$ cat config.mk
export PLATFORM = sky130hd
export DESIGN_NAME = jericalla_fetch_flat
export DESIGN_NICKNAME = d
export VERILOG_FILES = /design/src/rtl/jericalla_fetch_if.sv /design/src/rtl/jericalla_fetch.sv /design/src/flat_wrapper.sv
export SDC_FILE = /design/constraint.sdc
export NUM_CORES = 1
export LEC_CHECK = 0
export ABC_AREA = 0
export BUFFER_PORTS_ARGS = -buffer_cell sky130_fd_sc_hd__buf_2
export CAP_MARGIN = 20
export CORE_MARGIN = 3
export CORE_UTILIZATION = 45
export DETAILED_ROUTE_END_ITERATION = 16
export PLACE_DENSITY_LB_ADDON = 0.1
export SLEW_MARGIN = 5
export SYNTH_ARGS = -nofsm -noshare
export SYNTH_HDL_FRONTEND = slang
export SYNTH_SLANG_ARGS = --single-unit
$ cat constraint.sdc
create_clock -name clk -period 3.2 [get_ports clk]
set_input_delay 0.64 -clock clk [delete_from_list [all_inputs] [get_ports clk]]
set_output_delay 0.64 -clock clk [all_outputs]
set_load 0.01 [all_outputs]
$ cat src/rtl/jericalla_fetch_if.sv
// ---------------------------------------------------------------------------
// jericalla_fetch_if
//
// Purpose: bundles the instruction-memory load bus and the issue bus that
// feeds the Jericalla core's `instruccion` input.
//
// Signals:
//   load_we     - instruction-memory write strobe (loader -> fetch)
//   load_addr   - write address, ADDR_W bits        (loader -> fetch)
//   load_data   - 18-bit instruction word to write  (loader -> fetch)
//   instruccion - registered instruction word       (fetch  -> core)
//   instr_valid - instruccion carries a real instruction this cycle
//
// Issue-bus semantics: there is no back-pressure. When instr_valid is 1 the
// core must consume instruccion in that cycle; when instr_valid is 0 the
// word is a bubble (NOP_WORD) and must be ignored.
//
// Modports:
//   slave  - the fetch unit (receives loads, drives the issue bus)
//   master - the loader/core side (drives loads, observes the issue bus)
// ---------------------------------------------------------------------------
interface jericalla_fetch_if #(
    parameter int unsigned ADDR_W = 6
);
    logic              load_we;
    logic [ADDR_W-1:0] load_addr;
    logic [17:0]       load_data;
    logic [17:0]       instruccion;
    logic              instr_valid;

    modport slave (
        input  load_we,
        input  load_addr,
        input  load_data,
        output instruccion,
        output instr_valid
    );

    modport master (
        output load_we,
        output load_addr,
        output load_data,
        input  instruccion,
        input  instr_valid
    );
endinterface

$ cat src/rtl/jericalla_fetch.sv
// ---------------------------------------------------------------------------
// jericalla_fetch
//
// Purpose: instruction-fetch front end of the Jericalla pipeline. Holds a
// writable instruction memory and a program counter, and issues one
// registered 18-bit instruction per cycle until a HALT opcode is fetched or
// the last memory word has been issued.
//
// Ports:
//   clk        - pipeline clock, rising edge
//   rst        - asynchronous active-high reset
//   start      - one-cycle pulse: begin execution from address 0
//   bus        - jericalla_fetch_if.slave: load_we/load_addr/load_data in,
//                instruccion/instr_valid out
//   pc         - address of the next word to fetch
//   halted     - fetch has stopped (HALT seen or end of memory)
//   busy       - FSM is in RUN
//   dbg_state  - raw FSM state (0 IDLE, 1 RUN, 2 HALT) for observation
//
// Optional feature (macro JERICALLA_FETCH_HAZARD_EN): when defined, fetch
// tracks the destination register and write status of the last two issued
// instructions and inserts bubbles until a read-after-write dependency has
// left that two-slot window. When undefined, issue is always back-to-back.
// ---------------------------------------------------------------------------
module jericalla_fetch #(
    parameter int unsigned ADDR_W     = 6,
    parameter logic [17:0] NOP_WORD   = 18'h00000,
    parameter logic [2:0]  HALT_OP    = 3'b111,
    parameter logic [7:0]  WR_OP_MASK = 8'b0111_1111
) (
    input  logic              clk,
    input  logic              rst,
    input  logic              start,
    jericalla_fetch_if.slave  bus,
    output logic [ADDR_W-1:0] pc,
    output logic              halted,
    output logic              busy,
    output logic [1:0]        dbg_state
);

    localparam int unsigned       DEPTH     = 2 ** ADDR_W;
    localparam logic [ADDR_W-1:0] LAST_ADDR = {ADDR_W{1'b1}};

    typedef enum logic [1:0] {
        ST_IDLE = 2'd0,
        ST_RUN  = 2'd1,
        ST_HALT = 2'd2
    } state_t;

    state_t            state_q, state_d;
    logic [ADDR_W-1:0] pc_q, pc_d;
    logic [17:0]       instr_q, instr_d;
    logic              valid_q, valid_d;
    logic              halted_q, halted_d;
    // Set after the last memory word has been issued; the following RUN
    // cycle is a drain cycle that emits a bubble and enters HALT.
    logic              last_q, last_d;

    logic              mem_we;
    logic [17:0]       mem_q [DEPTH];
    logic [17:0]       fetch_word;
    logic [2:0]        fetch_op;
    logic              stall;

    // Asynchronous read; the output register supplies the one cycle of latency.
    assign fetch_word = mem_q[pc_q];
    assign fetch_op   = fetch_word[17:15];

    // Memory is deliberately not reset so a loaded program survives rst.
    always_ff @(posedge clk) begin
        if (mem_we) begin
            mem_q[bus.load_addr] <= bus.load_data;
        end
    end

    always_comb begin
        state_d  = state_q;
        pc_d     = pc_q;
        instr_d  = NOP_WORD;
        valid_d  = 1'b0;
        halted_d = halted_q;
        last_d   = 1'b0;
        mem_we   = 1'b0;

        case (state_q)
            ST_IDLE, ST_HALT: begin
                // Loads are accepted only while fetch is stopped.
                mem_we = bus.load_we;
                if (start) begin
                    state_d  = ST_RUN;
                    pc_d     = '0;
                    halted_d = 1'b0;
                end
            end
            ST_RUN: begin
                if (last_q) begin
                    state_d  = ST_HALT;
                    halted_d = 1'b1;
                end else if (fetch_op == HALT_OP) begin
                    // The HALT word itself is never issued and pc stays on it.
                    state_d  = ST_HALT;
                    halted_d = 1'b1;
                end else if (stall) begin
                    // Bubble: pc holds so the dependent word is retried.
                    pc_d = pc_q;
                end else begin
                    instr_d = fetch_word;
                    valid_d = 1'b1;
                    if (pc_q == LAST_ADDR) begin
                        last_d = 1'b1;          // no wrap-around
                    end else begin
                        pc_d = pc_q + 1'b1;
                    end
                end
            end
            default: begin
                state_d = ST_IDLE;
            end
        endcase
    end

    always_ff @(posedge clk or posedge rst) begin
        if (rst) begin
            state_q  <= ST_IDLE;
            pc_q     <= '0;
            instr_q  <= NOP_WORD;
            valid_q  <= 1'b0;
            halted_q <= 1'b0;
            last_q   <= 1'b0;
        end else begin
            state_q  <= state_d;
            pc_q     <= pc_d;
            instr_q  <= instr_d;
            valid_q  <= valid_d;
            halted_q <= halted_d;
            last_q   <= last_d;
        end
    end

`ifdef JERICALLA_FETCH_HAZARD_EN
    // Two-slot window: slot 0 is the most recent issue cycle, slot 1 the one
    // before. Bubbles enter the window as non-writers, so a writer leaves
    // after two cycles regardless of what follows it.
    logic [4:0] wa0_q, wa0_d, wa1_q, wa1_d;
    logic       wr0_q, wr0_d, wr1_q, wr1_d;
    logic [4:0] ra1, ra2;

    assign ra1   = fetch_word[9:5];
    assign ra2   = fetch_word[4:0];
    assign stall = (wr0_q && ((ra1 == wa0_q) || (ra2 == wa0_q))) ||
                   (wr1_q && ((ra1 == wa1_q) || (ra2 == wa1_q)));

    always_comb begin
        wa0_d = '0;
        wr0_d = 1'b0;
        wa1_d = '0;
        wr1_d = 1'b0;
        if (state_q == ST_RUN) begin
            wa1_d = wa0_q;
            wr1_d = wr0_q;
            wa0_d = fetch_word[14:10];
            wr0_d = valid_d & WR_OP_MASK[fetch_op];
        end
    end

    always_ff @(posedge clk or posedge rst) begin
        if (rst) begin
            wa0_q <= '0;
            wr0_q <= 1'b0;
            wa1_q <= '0;
            wr1_q <= 1'b0;
        end else begin
            wa0_q <= wa0_d;
            wr0_q <= wr0_d;
            wa1_q <= wa1_d;
            wr1_q <= wr1_d;
        end
    end
`else
    assign stall = 1'b0;
    logic unused_wr_mask;
    assign unused_wr_mask = ^WR_OP_MASK;
`endif

    assign bus.instruccion = instr_q;
    assign bus.instr_valid = valid_q;
    assign pc              = pc_q;
    assign halted          = halted_q;
    assign busy            = (state_q == ST_RUN);
    assign dbg_state       = state_q;

endmodule

$ cat src/flat_wrapper.sv
// flat-port wrapper written by rule: the top's interface ports become plain ports
module jericalla_fetch_flat 
#(
    parameter int unsigned ADDR_W     = 6,
    parameter logic [17:0] NOP_WORD   = 18'h00000,
    parameter logic [2:0]  HALT_OP    = 3'b111,
    parameter logic [7:0]  WR_OP_MASK = 8'b0111_1111
)
  (clk, rst, start, pc, halted, busy, dbg_state, bus_load_we, bus_load_addr, bus_load_data, bus_instruccion, bus_instr_valid);
  jericalla_fetch_if #(.ADDR_W(ADDR_W)) bus_i ();
  input  logic clk;
  input  logic rst;
  input  logic start;
  output logic [ADDR_W-1:0] pc;
  output logic halted;
  output logic busy;
  output logic [1:0] dbg_state;
  input wire logic [$bits(bus_i.load_we)-1:0] bus_load_we;
  input wire logic [$bits(bus_i.load_addr)-1:0] bus_load_addr;
  input wire logic [$bits(bus_i.load_data)-1:0] bus_load_data;
  output wire logic [$bits(bus_i.instruccion)-1:0] bus_instruccion;
  output wire logic [$bits(bus_i.instr_valid)-1:0] bus_instr_valid;
  assign bus_i.load_we = bus_load_we;
  assign bus_i.load_addr = bus_load_addr;
  assign bus_i.load_data = bus_load_data;
  assign bus_instruccion = bus_i.instruccion;
  assign bus_instr_valid = bus_i.instr_valid;
  jericalla_fetch #(.ADDR_W(ADDR_W), .NOP_WORD(NOP_WORD), .HALT_OP(HALT_OP), .WR_OP_MASK(WR_OP_MASK)) u_core (.clk(clk), .rst(rst), .start(start), .bus(bus_i), .pc(pc), .halted(halted), .busy(busy), .dbg_state(dbg_state));
endmodule
==> flow_metrics.py <==
metrics = {
    "sta": {
        "hold_ws_ps": 231,
        "worst_pin_slew_ps": 949,
        "finalSetupViolations": 0,
        "hold_violations": 0,
        "drv_slew": 0,
        "max_freq_mhz": 323,
        "relSlewSlack_pct": 36.7,
        "fin_crit_sh_pct": 96.6,
        "clock_skew_ps": 39.8,
        "finalCriticalPeriod_ps": 3090,
        "rsz0062_at_grt": "no",
        "fin_tns_setup_ps": 0,
    },
    "pwr": {
        "p_per_area_nw_per_um2": 793,
        "p_leak_nw": 16.3,
        "power.total_mw": 41.4,
        "ir_drop_mv": 0.565,
    },
    "route": {
        "antenna_left": 0,
        "avgViaCountPerCell": 5.96,
        "wl_per_cell_um": 33.4,
        "vias": 20892,
        "finalWirelength_um": 117000,
        "drcViolationCount": 0,
        "dr.pass1.iters": 5,
        "drt_iter0_drc": 2211,
    },
    "setup_path": {
        "cpPeakStageDelay_ps": 610,
        "endpoint": "u_core.pc[4]$_DFFE_PP0P_",
        "cp-startpoint": "u_core.pc[1]$_DFFE_PP0P_",
        "path_buf_inv": 3,
        "cp_max_fo": 13,
        "slowest_stage": "dfrtp_4",
        "r2r_cells": 10,
        "r2r_start": "u_core.pc[1]$_DFFE_PP0P_",
        "worstSetupPathType": "flop to flop",
        "crit_path_start_kind": "flop",
        "critPathArrivalTime_ps": 3660,
        "endpoint_kind": "flop",
        "crit_family": "compound AO/OA/AOI/OAI gates",
        "cpMostUsedCell": "buf_4",
        "crit_cells": 10,
        "reg2reg_to": "u_core.pc[4]$_DFFE_PP0P_",
        "crit_required_ps": 3770,
        "r2r_slack_ps": 110,
        "crit_chain": "buf_4, mux4_2, mux2_2, o22ai_1, nor4_2, buf_4, o22ai_2, o21ai_2, buf_4, o41ai_1",
    },
    "floorplanning": {
        "core-area_um2": 99100,
        "initial_core_util_pct": 45.7,
        "fp-row-count": 115,
        "pin_count": 57,
        "dieArea_um2": 104000,
        "die_w_um": 323,
        "die_y_um": 323,
    },
    "cts": {
        "cts_sinks": 1181,
        "cts_made_buffers": 120,
        "clk_path_buf_depth": 3,
        "cts_tree": "yes",
        "htree_levels": 3,
        "path_clk_slew_ps": 60,
        "clock_latency_ps": 710,
        "cts_root_buffer": "clkbuf_16",
    },
    "synth": {
        "synth-seq-cells": 1181,
        "async_reset_ff_share_pct": 2.46,
        "synth-main-ff-cell": "edfxtp_1",
        "synth_top_area_cell": "edfxtp_1",
        "synth_edf_count": 1152,
        "synth.area.top_cells": "edfxtp_1, mux4_2, dfrtp_1",
        "synth_cell_types": 42,
        "synth_top_cell_area_share_pct": 76.4,
        "synthesis.area_um2": 45300,
        "seq_area_frac_synth_pct": 78.0,
        "ys_warn_count": 0,
        "postSynthCellCount": 1868,
        "synth_fp_nets": 1897,
        "syn_area_per_cell_um2": 24.2,
    },
    "grt": {
        "grt_start_max_net_pins": 66,
        "grt_first_pass_wirelength_um": 165000,
        "overflow": 0,
        "grt_usage_pct": 22.9,
        "antenna_found_initial": 19,
        "first_global_vias": 21546,
    },
    "place": {
        "dp_hpwl_um": 66800,
        "gp_congestion": 0.841,
        "placed_cell_area_um2": 48200,
        "io_buffers": 56,
    },
    "hold_path": {
        "hold_class": "input port to flop",
        "whs_path_depth": 3,
    },
    "layout": {
        "fin_area_um2": 52200,
        "nets": 2134,
        "area_growth_pct": 15.3,
        "drive_gt1_share_pct": 37.1,
    },
    "run": {
        "drv_cap": 0,
    },
    "status": {
        "status": "finished, final reports clean",
    },
}
metrics by stage:
stage,std cells,utilization (%),setup WS [ps]
after floorplan,1868,-,119
after global placement,3258,48.6,59.4
after detailed placement,3258,48.6,80.3
after CTS,3483,52.4,54.9
after global routing,3494,52.6,9.20
final,3504,52.6,107
metal layers:
layer / track usage [%] / up-vias / routed length (um)
met4: 6.13 / 2 / 2790
met2: 36.0 / 825 / 55900
met5: 0 / - / 13
met1: 32.5 / 11432 / 48100
met3: 5.54 / 132 / 10100
li1: - / 8501 / -
cell type report:
class,count,area [um^2]
fillers,7551,46900
flip-flops and latches,1181,35300
multi-input cells,585,9560
clock buffers,160,3260
repair buffers,212,1850
well taps,1287,1610
clock inverters,64,551
diodes,10,25.0
inverters,5,18.8
repair_timing:
action                     CTS  global route
hold endpoints to repair    15             0
setup endpoints to repair    0            27
hold buffers                 1             0
gates resized for setup      0             9
buffers inserted             0             7
flip-flops by register name (all words and copies together), names as in the netlist:
register,flops
u_core.dbg_state,2
u_core.last_q,1
u_core.bus.instruccion,18
u_core.pc,6
u_core.mem_q,1152
u_core.halted,1
u_core.bus.instr_valid,1
cells in the final DEF, fill, tap and decap left out, types with 3 or more instances in the layout:
| cell type | netlist | layout |
|---|---|---|
| a22oi_1 | 9 | 9 |
| buf_12 | 0 | 23 |
| buf_16 | 0 | 5 |
| buf_2 | 9 | 56 |
| buf_4 | 23 | 126 |
| bufinv_16 | 0 | 8 |
| clkbuf_1 | 37 | 33 |
| clkbuf_16 | 0 | 123 |
| clkbuf_8 | 0 | 4 |
| clkinv_1 | 0 | 24 |
| clkinv_2 | 0 | 26 |
| dfrtp_1 | 29 | 25 |
| dfrtp_4 | 0 | 4 |
| diode_2 | 0 | 10 |
| edfxtp_1 | 1152 | 1152 |
| inv_1 | 5 | 5 |
| mux2_2 | 8 | 8 |
| mux2i_1 | 29 | 28 |
| mux4_2 | 354 | 354 |
| nand2_1 | 21 | 21 |
| nand2b_1 | 7 | 7 |
| nand3_1 | 8 | 8 |
| nand3b_1 | 3 | 3 |
| nor2_1 | 77 | 15 |
| nor2_2 | 0 | 62 |
| nor2b_1 | 23 | 22 |
| nor3b_1 | 3 | 3 |
| o211ai_1 | 3 | 3 |
| o22ai_1 | 6 | 4 |
| or2_2 | 3 | 3 |
logic make-up after synthesis:
kind of cell	Yosys count	share of synthesized area (%)
compound gates	33	0.525
fa+ha+maj	1	0.0276
buf+inv	102	1.30
flops	1181	78.0
mux	391	18.5
simple gates	160	1.68
cell usage after synthesis, types with 2 or more instances:
library cell / number
nand3b_1: 3
nor4_1: 2
o211ai_1: 3
nand2b_1: 7
o21ai_0: 3
and2_1: 2
a31oi_1: 2
nor2b_1: 23
inv_1: 5
nor3_1: 4
dfrtp_1: 29
or4_1: 2
a21oi_1: 2
nor2_1: 77
and3b_1: 2
mux2_2: 8
buf_2: 9
nor3b_1: 3
edfxtp_1: 1152
o22ai_1: 6
buf_4: 23
or2_2: 3
mux2i_1: 29
a22oi_1: 9
mux4_2: 354
clkbuf_1: 37
nand3_1: 8
buf_1: 14
nand2_1: 21
buf_6: 13
a211oi_1: 2
worst min-delay path, delay by kind of cell:
kind / cells / cell delay, ps
AOI/OAI and AO/OA: 1 / 60
buffers and inverters: 1 / 90
and+or+nand+nor: 1 / 90
where the power goes:
group          switching [mW]  leakage, nW  internal (mW)
Combinational            5.18         3.75           5.16
Sequential              0.345         10.7           17.2
Clock                    5.76         1.87           7.77
Total                    11.3         16.3           30.1
worst min-delay path by stage:
| stage | startpoint | end | slack, ps |
|---|---|---|---|
| 2_1_floorplan | u_core.last_q$_DFF_PP0_ | u_core.dbg_state[1]$_DFFE_PP0P_ | 540 |
| 3_3_place_gp | u_core.halted$_DFFE_PP0P_ | u_core.halted$_DFFE_PP0P_ | 520 |
| 3_5_place_dp | u_core.halted$_DFFE_PP0P_ | u_core.halted$_DFFE_PP0P_ | 530 |
| 4_1_cts | start | u_core.dbg_state[1]$_DFFE_PP0P_ | 180 |
| 5_1_grt | start | u_core.dbg_state[1]$_DFFE_PP0P_ | 260 |
| 6_report | start | u_core.dbg_state[1]$_DFFE_PP0P_ | 230 |
(Power assumes the default switching activity.)
